File: src/rtl/sigpulse_meas.sv
// rtl/sigpulse_meas.sv - glitch-filtered pulse-width measurement with one-cycle result strobe
module sigpulse_meas #(
  parameter int _RAM_WIDTH = 32,
  parameter int FILT_LEN   = 4
) (
  input  logic                  io_clk,
  input  logic                  io_rst,
  input  logic                  io_en,
  input  logic                  io_pulseIn,
  input  logic                  io_defaultLevel,
  output logic [_RAM_WIDTH-1:0] io_pulseWidth,
  output logic                  pulse_valid,
  output logic                  io_overflow,
  output logic                  io_busy
);

  localparam int FC_W = $clog2(FILT_LEN + 1);
  localparam logic [FC_W-1:0]       FC_LAST = FC_W'(FILT_LEN - 1);
  localparam logic [FC_W-1:0]       FC_ONE  = FC_W'(1);
  localparam logic [_RAM_WIDTH-1:0] WC_MAX  = '1;
  localparam logic [_RAM_WIDTH-1:0] WC_ONE  = {{(_RAM_WIDTH-1){1'b0}}, 1'b1};

  typedef enum logic [1:0] {
    IDLE       = 2'd0,
    WAIT_INACT = 2'd1,
    ARMED      = 2'd2,
    MEASURE    = 2'd3
  } state_t;

  state_t                  state_q, state_d;
  logic                    sync1_q, sync1_d;
  logic                    sync2_q, sync2_d;
  logic                    filt_q, filt_d;
  logic [FC_W-1:0]         fc_q, fc_d;
  logic                    dl_q, dl_d;
  logic [_RAM_WIDTH-1:0]   wc_q, wc_d;
  logic                    ovf_q, ovf_d;
  logic [_RAM_WIDTH-1:0]   width_q, width_d;
  logic                    valid_q, valid_d;
  logic                    overflow_q, overflow_d;
  logic                    act;

  // Two-flop synchronizer for the asynchronous pulse line
  always_comb begin
    sync1_d = io_pulseIn;
    sync2_d = sync1_q;
  end

  // Glitch filter: the filtered level only follows s after FILT_LEN consecutive differing samples
  always_comb begin
    filt_d = filt_q;
    fc_d   = fc_q;
    if (sync2_q == filt_q) begin
      fc_d = '0;
    end else if (fc_q == FC_LAST) begin
      filt_d = sync2_q;
      fc_d   = '0;
    end else begin
      fc_d = fc_q + FC_ONE;
    end
  end

  assign act = filt_q ^ dl_q;

  // Measurement FSM: next state, width counter and result registers; disarm beats a pending strobe
  always_comb begin
    state_d    = state_q;
    dl_d       = dl_q;
    wc_d       = wc_q;
    ovf_d      = ovf_q;
    width_d    = width_q;
    overflow_d = overflow_q;
    valid_d    = 1'b0;
    if (!io_en) begin
      state_d = IDLE;
    end else begin
      unique case (state_q)
        IDLE: begin
          dl_d    = io_defaultLevel;
          state_d = (filt_q ^ io_defaultLevel) ? WAIT_INACT : ARMED;
        end
        WAIT_INACT: begin
          if (!act) state_d = ARMED;
        end
        ARMED: begin
          if (act) begin
            wc_d    = WC_ONE;
            ovf_d   = 1'b0;
            state_d = MEASURE;
          end
        end
        MEASURE: begin
          if (act) begin
            if (wc_q == WC_MAX) ovf_d = 1'b1;
            else                wc_d  = wc_q + WC_ONE;
          end else begin
            width_d    = wc_q;
            overflow_d = ovf_q;
            valid_d    = 1'b1;
            ovf_d      = 1'b0;
            state_d    = ARMED;
          end
        end
        default: state_d = IDLE;
      endcase
    end
  end

  // State register with synchronous active-high reset
  always_ff @(posedge io_clk) begin
    if (io_rst) begin
      state_q    <= IDLE;
      sync1_q    <= 1'b0;
      sync2_q    <= 1'b0;
      filt_q     <= 1'b0;
      fc_q       <= '0;
      dl_q       <= 1'b0;
      wc_q       <= '0;
      ovf_q      <= 1'b0;
      width_q    <= '0;
      valid_q    <= 1'b0;
      overflow_q <= 1'b0;
    end else begin
      state_q    <= state_d;
      sync1_q    <= sync1_d;
      sync2_q    <= sync2_d;
      filt_q     <= filt_d;
      fc_q       <= fc_d;
      dl_q       <= dl_d;
      wc_q       <= wc_d;
      ovf_q      <= ovf_d;
      width_q    <= width_d;
      valid_q    <= valid_d;
      overflow_q <= overflow_d;
    end
  end

  assign io_pulseWidth = width_q;
  assign pulse_valid   = valid_q;
  assign io_overflow   = overflow_q;
  assign io_busy       = (state_q == MEASURE) || (state_q == WAIT_INACT);

endmodule

File: config.mk
export PLATFORM = sky130hd
export DESIGN_NAME = sigpulse_meas
export DESIGN_NICKNAME = d
export VERILOG_FILES = /design/src/rtl/sigpulse_meas.sv
export SDC_FILE = /design/constraint.sdc
export NUM_CORES = 1
export LEC_CHECK = 0
export BUFFER_PORTS_ARGS = -buffer_cell sky130_fd_sc_hd__buf_2
export CAP_MARGIN = 40
export CORE_ASPECT_RATIO = 0.75
export CORE_MARGIN = 2
export CORE_UTILIZATION = 50
export DETAILED_ROUTE_END_ITERATION = 10
export PLACE_DENSITY = 0.71
export SLEW_MARGIN = 10
export SYNTH_ARGS = -nofsm -noshare
export SYNTH_HDL_FRONTEND = slang
export SYNTH_SLANG_ARGS = --single-unit
export TNS_END_PERCENT = 20
File: constraint.sdc
create_clock -name io_clk -period 2.4 [get_ports io_clk]
set_input_delay 0.48 -clock io_clk [delete_from_list [all_inputs] [get_ports io_clk]]
set_output_delay 0.48 -clock io_clk [all_outputs]
set_load 0.05 [all_outputs]
==> results.sh, run 1 <==
export IMPL_power_density_mw_per_mm2=613
export IMPL_place_area_sq_mm=0.00371
export IMPL_r2r_end="wc_q[26]"
export IMPL_cts_path_max_buffers=2
export IMPL_cp_max_fo=8
export IMPL_async_reset_ff_frac=0
export IMPL_wire_per_inst_um=14.2
export IMPL_syn_nets=422
export IMPL_core_area_sq_mm=0.00638
export IMPL_drive_above_1_share=0.215
export IMPL_fillers=582
export IMPL_worst_clock_skew_ps=5.69
export IMPL_reg2regPathDepth=10
export IMPL_r2r_start="wc_q[1]"
export IMPL_max_cap_violations=0
export IMPL_ys_seq_elements=76
export IMPL_routed_wl_um=7830
export IMPL_tritoncts="done"
export IMPL_nets=472
export IMPL_final_cell_mix="97 x nand2_1, 74 x dfxtp_1, 46 x a21oi_1, 39 x buf_2, 28 x buf_4"
export IMPL_antenna_found_initial=0
export IMPL_grt_pass1_vias=2841
export IMPL_route_detailed_drc=0
export IMPL_clk_latency_ps=360
export IMPL_rsz0062_at_grt="false"
export IMPL_synthDistinctLibCells=52
export IMPL_holdCritPathClass="in -> reg"
export IMPL_path_class="reg -> reg"
export IMPL_clkTransAtPathRegs_ps=80
export IMPL_dieWidth_um=98.4
export IMPL_synth_flop_cell="dfxtp_1"
export IMPL_cts_hold_buf=0
export IMPL_synth_edf_count=0
export IMPL_startpoint_type="flip-flop"
export IMPL_dieArea_sq_mm=0.00736
export IMPL_finalSetupTns_ps=0
export IMPL_io_pins=40
export IMPL_detail_route_antenna_nets=0
export IMPL_synth_avg_cell_area_sq_um=8.07
export IMPL_whs_path_depth=2
export IMPL_ys_seq_area_frac=0.455
export IMPL_drt_iter0_markers=210
export IMPL_setup_violations_final=0
export IMPL_slew_headroom=0.625
export IMPL_synth_area_sq_mm=0.00334
export IMPL_worst_slew_pin_slew_ps=561
export IMPL_max_stage_delay_ps=370
export IMPL_ys_warn_count=0
export IMPL_finalHoldViolations=0
export IMPL_finalCriticalPeriod_ps=2270
export IMPL_htreeDepth=3
export IMPL_fin_crit_sh=0.944
export IMPL_outcome="complete, no violations"
export IMPL_whs_ps=331
export IMPL_via_per_inst=5.63
export IMPL_grt_max_degree=45
export IMPL_dr_pass1_iters=5
export IMPL_crit_chain="ha_2 > and4_4 > nand4_1 > buf_4 > nor4_4 > nor2_2 > buf_4 > buf_4 > a21o_1 > a21o_1"
export IMPL_slowest_stage="dfxtp_2"
export IMPL_crit_path_frequent_cell="buf_4"
export IMPL_cp_required_ps=2650
export IMPL_peakVddDrop_v=0.000386
export IMPL_grt_overflow=0
export IMPL_max_freq_mhz=441
export IMPL_min_to="sync1_q"
export IMPL_portBuffers=39
export IMPL_arrival_ps=2520
export IMPL_r2r_setup_slack_ps=130
export IMPL_root_buffer="clkbuf_8"
export IMPL_cts_sinks=76
export IMPL_syn_inst=414
export IMPL_place_hpwl_um=5370
export IMPL_final_common_cell="nand2_1"
export IMPL_die_h_um=74.8
export IMPL_num_rows=25
export IMPL_final_max_slew_violation_count=0
export IMPL_cts_buffers=9
export IMPL_vias=3098
export IMPL_initial_core_util=0.524
export IMPL_power_leakage_nw=1.54
export IMPL_gpl_final_weighted_congestion=0.952
export IMPL_grt_first_pass_wirelength_um=13200
export IMPL_antenna_cells=0
export IMPL_critPathCaptureType="flip-flop"
export IMPL_grt_usage=0.226
export IMPL_post_route_cell_area_sq_mm=0.00395
export IMPL_min_from="io_pulseIn"
export IMPL_area_growth_pct=18.2
==> per-stage QoR <==
step | power [W] | util | worst slack, ps | std cells
floorplan | 0.00135 | - | 209 | 414
CTS | 0.00243 | 0.616 | 75.0 | 550
finish | 0.00242 | 0.619 | 134 | 550
global route | 0.00250 | 0.619 | 13.9 | 550
detailed placement | 0.00137 | 0.581 | 15.1 | 533
global placement | 0.00137 | 0.581 | 145 | 533
==> area by class of cell <==
type                    count  area (sq um)  share of cell area
multi-input cells         303          1670               0.422
inverters                   6          22.5             0.00570
repair buffers             68           417               0.106
flip-flops and latches     76          1520               0.386
well taps                  81           101              0.0257
clock inverters             5          75.1              0.0190
clock buffers              11           141              0.0358
==> critical path: cells and delay by family (launching register included) <==
kind	cells	cell delay, ps
AND/OR/NAND/NOR	4	720
buffers and inverters	3	530
flip-flops	1	370
AO/OA/AOI/OAI	2	310
adder cells (fa/ha/maj)	1	220
==> metal layers <==
metal | part of all wire | GRT usage | vias up
li1 | - | - | 1552
met1 | 0.49 | 0.291 | 1428
met2 | 0.44 | 0.365 | 98
met3 | 0.057 | 0.0659 | 20
met4 | 0.021 | 0.0913 | 0
met5 | 0 | 0 | -
==> logic make-up (layout without fill, tap and decap cells) <==
logic type,Yosys count,in the layout,share of synthesized area
and+or+nand+nor,182,182,0.262
adders and majority gates,3,3,0.0112
buffers and inverters,35,90,0.0483
DFF,76,76,0.455
xor gates and xnor gates,5,5,0.0131
muxes,6,6,0.0180
AOI/OAI and AO/OA,107,107,0.192
==> registers in the layout, indices dropped and copies added (netlist names), 2 cells and up <==
signal         cells
fc_q               3
io_pulseWidth     32
state_q            2
wc_q              32
==> worst max-delay path by stage <==
stage,startpoint,endpoint,slack [ps],cells past startpoint
floorplan,wc_q[0],ovf_q,210,7
global placement,wc_q[1],wc_q[20],150,8
detailed placement,wc_q[1],wc_q[30],20,8
CTS,wc_q[1],wc_q[26],70,10
global route,wc_q[27],wc_q[21],10,7
finish,wc_q[1],wc_q[26],130,10
==> power breakdown <==
group	switching [W]	leakage, nW	internal, W
clock	0.000470	0.113	0.000609
sequential	0.00000442	0.614	0.00126
combinational	0.0000469	0.817	0.0000244
total	0.000522	1.54	0.00190
==> cells in the mapped netlist, types with 4 or more instances <==
| master | instances | share of area |
|---|---|---|
| a21oi_1 | 46 | 0.069 |
| o32ai_1 | 5 | 0.013 |
| nand2_1 | 97 | 0.11 |
| inv_1 | 6 | 0.0067 |
| clkbuf_1 | 18 | 0.020 |
| o21ai_0 | 26 | 0.039 |
| a21oi_2 | 4 | 0.010 |
| o31ai_1 | 5 | 0.011 |
| mux2i_1 | 6 | 0.018 |
| a31oi_1 | 5 | 0.0094 |
| nor3_1 | 9 | 0.013 |
| nor2_1 | 20 | 0.022 |
| nand3_1 | 19 | 0.028 |
| and4_1 | 4 | 0.010 |
| nand4_1 | 6 | 0.011 |
| dfxtp_1 | 76 | 0.46 |
==> timing repair <==
| action | 4_1_cts | 5_1_grt |
|---|---|---|
| setup buffers | 1 | 0 |
| setup endpoints to repair | 7 | 16 |
| resized for setup | 0 | 7 |
| cloned | 0 | 0 |
(Power assumes the default switching activity.)
==> inputs of run 2 (changes only) <==
clock period = 2.1 ns   (was 2.4 ns; I/O delays follow)
==> results.sh, run 2 (synthesis gave the netlist of run 1 again) <==
export IMPL_power_frac_comb=0.031
export IMPL_startpoint_type="flip-flop"
export IMPL_power_leakage_nw=1.69
export IMPL_cp_max_fo=5
export IMPL_final_cell_mix="95 x nand2_1, 74 x dfxtp_1, 52 x buf_4, 45 x a21oi_1, 39 x buf_2"
export IMPL_outcome="complete, no violations"
export IMPL_initial_core_util=0.524
export IMPL_root_buffer="clkbuf_8"
export IMPL_via_per_inst=5.59
export IMPL_gpl_final_weighted_congestion=0.846
export IMPL_slowest_stage="nor4_4"
export IMPL_clkTransAtPathRegs_ps=80
export IMPL_tritoncts="done"
export IMPL_core_area_sq_mm=0.00638
export IMPL_final_common_cell="nand2_1"
export IMPL_path_class="reg -> reg"
export IMPL_setup_ws_ps=13.1
export IMPL_htreeDepth=3
export IMPL_max_freq_mhz=479
export IMPL_die_h_um=74.8
export IMPL_p_switching_w=0.000608
export IMPL_cts_hold_buf=0
export IMPL_peakVddDrop_v=0.000297
export IMPL_seq_power_share=0.536
export IMPL_fin_crit_sh=0.994
export IMPL_area_growth_pct=27.2
export IMPL_arrival_ps=2320
export IMPL_wire_per_inst_um=14.9
export IMPL_max_stage_delay_ps=390
export IMPL_antenna_cells=0
export IMPL_finalHoldViolations=0
export IMPL_grt_first_pass_wirelength_um=13600
export IMPL_holdCritPathClass="in -> reg"
export IMPL_cts_sinks=76
export IMPL_detail_route_antenna_nets=0
export IMPL_worst_clock_skew_ps=8.56
export IMPL_critPathCaptureType="flip-flop"
export IMPL_place_hpwl_um=5950
export IMPL_num_rows=25
export IMPL_grt_overflow=0
export IMPL_crit_chain="ha_4 > and4_4 > nand4_1 > buf_4 > nor4_4 > buf_6 > buf_4 > nor3_1 > o21ai_1 > o21ai_1"
export IMPL_clk_latency_ps=350
export IMPL_drive_above_1_share=0.282
export IMPL_grt_max_degree=35
export IMPL_setup_violations_final=0
export IMPL_dieArea_sq_mm=0.00736
export IMPL_place_ws_ps=-47.3
export IMPL_dp_cells=555
export IMPL_slew_headroom=0.751
export IMPL_finalCriticalPeriod_ps=2090
export IMPL_nets=499
export IMPL_grt_pass1_vias=2866
export IMPL_worst_slew_pin_slew_ps=373
export IMPL_cp_required_ps=2340
export IMPL_final_max_slew_violation_count=0
export IMPL_fin_cells=577
export IMPL_routed_wl_um=8580
export IMPL_dr_pass1_iters=5
export IMPL_io_pins=40
export IMPL_drt_iter0_markers=200
export IMPL_dieWidth_um=98.4
export IMPL_p_int_w=0.00210
export IMPL_max_cap_violations=0
export IMPL_cts_buffers=9
export IMPL_cts_path_max_buffers=2
export IMPL_pwr_share_clk=0.433
export IMPL_power_density_mw_per_mm2=636
export IMPL_switching_share=0.225
export IMPL_route_detailed_drc=0
export IMPL_rsz0062_at_grt="true"
export IMPL_grt_usage=0.236
export IMPL_portBuffers=39
export IMPL_fillers=549
export IMPL_vias=3225
export IMPL_antenna_found_initial=0
## run 2: changes by cell type in the layout (fill, tap and decap cells not counted), moves of 3 or more
cell	previous run	this run
buf_4	28	52
nor3_1	9	6
o21ai_0	26	19
nor3_2	0	3
o21ai_1	3	10
## run 2: power groups by stage
stage	combinational, W	sequential, W	clock, W
floorplan	0.0000597	0.00148	0
global placement	0.0000815	0.00148	0
detailed placement	0.0000830	0.00148	0
CTS	0.0000834	0.00145	0.00119
global route	0.0000935	0.00145	0.00125
finish	0.0000842	0.00145	0.00117
## run 2: path summary, 6_finish.rpt
path	startpoint	endpoint	slack, ps	cells past startpoint
hold reg to reg	fc_q[0]	fc_q[0]	430	1
hold / removal	io_pulseIn	sync1_q	290	2
setup / recovery	wc_q[1]	wc_q[28]	10	10
setup reg to reg	wc_q[1]	wc_q[28]	10	10
## run 2: area by class of cell
class                      count  area (sq um)  share of cell area
clock buffer                  11           153              0.0359
clock inverter                 5          57.6              0.0135
inverter                       6          22.5             0.00530
multi-input combinational    303          1730               0.407
sequential                    76          1530               0.360
tap                           81           101              0.0238
timing repair buffer          95           657               0.155
## run 2: critical path: cells and delay by family, from the launching register on
kind | cells | cell delay (ps)
flip-flops | 1 | 360
adder cells (fa/ha/maj) | 1 | 120
buffers and inverters | 3 | 490
AND/OR/NAND/NOR | 4 | 780
AO/OA/AOI/OAI | 2 | 220
## run 2: what timing repair did
| action | in CTS | in global routing |
|---|---|---|
| endpoints found under the setup margin | 13 | 22 |
| setup buffers | 0 | 5 |
| pin swaps | 1 | 9 |
| gates cloned | 0 | 1 |
| resized for setup | 3 | 23 |
## run 2: per-stage QoR
step                       util  total power, W  setup TNS, ps  cell area [sq um]  hold WS [ps]
after CTS                 0.647         0.00272              0               4130           287
after global routing      0.666         0.00279           -620               4250           286
after global placement    0.612         0.00156              0               3910           410
final                     0.666         0.00270              0               4250           288
after floorplan               -         0.00154          -20.4               3360           399
after detailed placement  0.612         0.00157           -181               3910           410
## run 2: per-layer routing
layer	up-vias	global-route usage	share of wire
met3	9	0.0585	0.055
met4	0	0.0868	0.0087
met2	87	0.372	0.45
li1	1604	-	-
met1	1525	0.322	0.49
met5	-	0	0
==> inputs of run 3 (changes only) <==
CELL_PAD_IN_SITES_DETAIL_PLACEMENT = 2   (was default)
CELL_PAD_IN_SITES_GLOBAL_PLACEMENT = 2   (was default)
CORE_UTILIZATION = 34   (was 50)
PLACE_DENSITY = default   (was 0.71)
PLACE_DENSITY_LB_ADDON = 0.1   (was default)
==> results.sh, run 3 (synthesis gave the netlist of run 1 again) <==
export IMPL_r2r_start="wc_q[20]"
export IMPL_nets=498
export IMPL_drive_above_1_share=0.275
export IMPL_slew_headroom=0.660
export IMPL_detail_route_antenna_nets=0
export IMPL_grt_overflow=0
export IMPL_power_density_mw_per_mm2=680
export IMPL_setup_violations_final=2
export IMPL_htreeDepth=3
export IMPL_final_common_cell="nand2_1"
export IMPL_r2r_setup_slack_ps=-30
export IMPL_drt_iter0_markers=107
export IMPL_dieArea_sq_mm=0.0106
export IMPL_rsz0062_at_grt="true"
export IMPL_clkTransAtPathRegs_ps=50
export IMPL_core_area_sq_mm=0.00962
export IMPL_wire_per_inst_um=17.1
export IMPL_cts_sinks=76
export IMPL_path_class="reg -> reg"
export IMPL_dr_pass1_iters=4
export IMPL_r2r_end="wc_q[20]"
export IMPL_fin_crit_sh=1.01
export IMPL_root_buffer="clkbuf_16"
export IMPL_route_detailed_drc=0
export IMPL_vias=3270
export IMPL_cp_max_fo=11
export IMPL_via_per_inst=5.22
export IMPL_dieWidth_um=118
export IMPL_cts_path_max_buffers=2
export IMPL_setup_ws_ps=-26.5
export IMPL_place_hpwl_um=7540
export IMPL_routed_wl_um=10700
export IMPL_gpl_final_weighted_congestion=0.798
export IMPL_peakVddDrop_v=0.000377
export IMPL_startpoint_type="flip-flop"
export IMPL_max_freq_mhz=470
export IMPL_holdCritPathClass="in -> reg"
export IMPL_max_cap_violations=0
export IMPL_violations="negative setup slack"
export IMPL_outcome="complete, but fails checks"
export IMPL_portBuffers=39
export IMPL_worst_slew_pin_slew_ps=509
export IMPL_grt_pass1_vias=3539
export IMPL_place_ws_ps=-131
export IMPL_reg2regPathDepth=7
export IMPL_worst_clock_skew_ps=6.05
export IMPL_power_leakage_nw=1.72
export IMPL_critPathCaptureType="flip-flop"
export IMPL_antenna_found_initial=0
export IMPL_antenna_cells=0
export IMPL_finalSetupTns_ps=-36.6
export IMPL_tritoncts="done"
export IMPL_final_cell_mix="97 x nand2_1, 70 x dfxtp_1, 50 x buf_4, 46 x a21oi_1, 39 x buf_2"
export IMPL_finalPower_w=0.00296
export IMPL_whs_path_depth=2
export IMPL_grt_max_degree=45
export IMPL_cts_buffers=9
export IMPL_min_from="io_pulseIn"
export IMPL_num_rows=31
export IMPL_finalCriticalPeriod_ps=2130
export IMPL_clk_latency_ps=340
export IMPL_io_pins=40
export IMPL_grt_first_pass_wirelength_um=18100
export IMPL_min_to="sync1_q"
export IMPL_final_max_slew_violation_count=0
export IMPL_die_h_um=89.9
export IMPL_arrival_ps=2350
export IMPL_area_growth_pct=30.1
export IMPL_finalHoldViolations=0
export IMPL_grt_usage=0.213
export IMPL_initial_core_util=0.347
export IMPL_cp_required_ps=2330
## run 3: cell count changes in the layout (fill, tap and decap cells not counted), sizes merged
| cell | before | now |
|---|---|---|
| inv | 7 | 6 |
| clkinvlp | 1 | 0 |
| clkbuf | 12 | 14 |
| bufinv | 1 | 0 |
## run 3: cell type report
type / instances / area, sq um
sequential: 76 / 1530
tap: 132 / 165
timing repair buffer: 94 / 636
clock inverter: 2 / 10.0
multi-input combinational: 303 / 1730
inverter: 6 / 22.5
fill: 1121 / 5270
clock buffer: 14 / 254
## run 3: how the worst max path moves through the flow
stage / depth (start not counted) / slack (ps) / from / end
after floorplan: 7 / -20 / wc_q[1] / ovf_q
after global placement: 8 / -8 / wc_q[1] / wc_q[16]
after detailed placement: 8 / -130 / wc_q[1] / wc_q[20]
after CTS: 8 / -0.4 / wc_q[1] / wc_q[20]
after global routing: 7 / -100 / wc_q[28] / wc_q[24]
final: 7 / -30 / wc_q[20] / wc_q[20]
## run 3: critical path, stage by stage, from the launching register on
cell and delay [ps]:
dfxtp_2 370, and4_4 270, nand4_4 160, or4_4 630, a21oi_4 230, buf_6 190, o21ai_1 100, o41ai_2 70
## run 3: metal layers
metal	routed length, um	track usage
met3	303	0.0558
met2	5030	0.356
met1	5260	0.271
met5	0	0
met4	125	0.0655
## run 3: power breakdown
part,internal (W),switching [W]
combinational,0.0000305,0.0000602
clock,0.000830,0.000585
sequential,0.00145,0.00000572
total,0.00231,0.000650
## run 3: what timing repair did
| action | 4_1_cts | 5_1_grt |
|---|---|---|
| setup endpoints to repair | 32 | 32 |
| setup buffers | 2 | 0 |
| pin swaps | 5 | 7 |
| resized for setup | 12 | 24 |
| hold buffers | 0 | 0 |
| gates cloned | 0 | 0 |
## run 3: per-stage QoR
stage / instances / utilization / hold WS, ps / instance area, sq um
2_1_floorplan: 414 / - / 399 / 3360
3_3_place_gp: 609 / 0.415 / 410 / 3990
3_5_place_dp: 609 / 0.415 / 443 / 3990
4_1_cts: 627 / 0.447 / 320 / 4300
5_1_grt: 627 / 0.452 / 346 / 4350
6_report: 627 / 0.452 / 327 / 4350
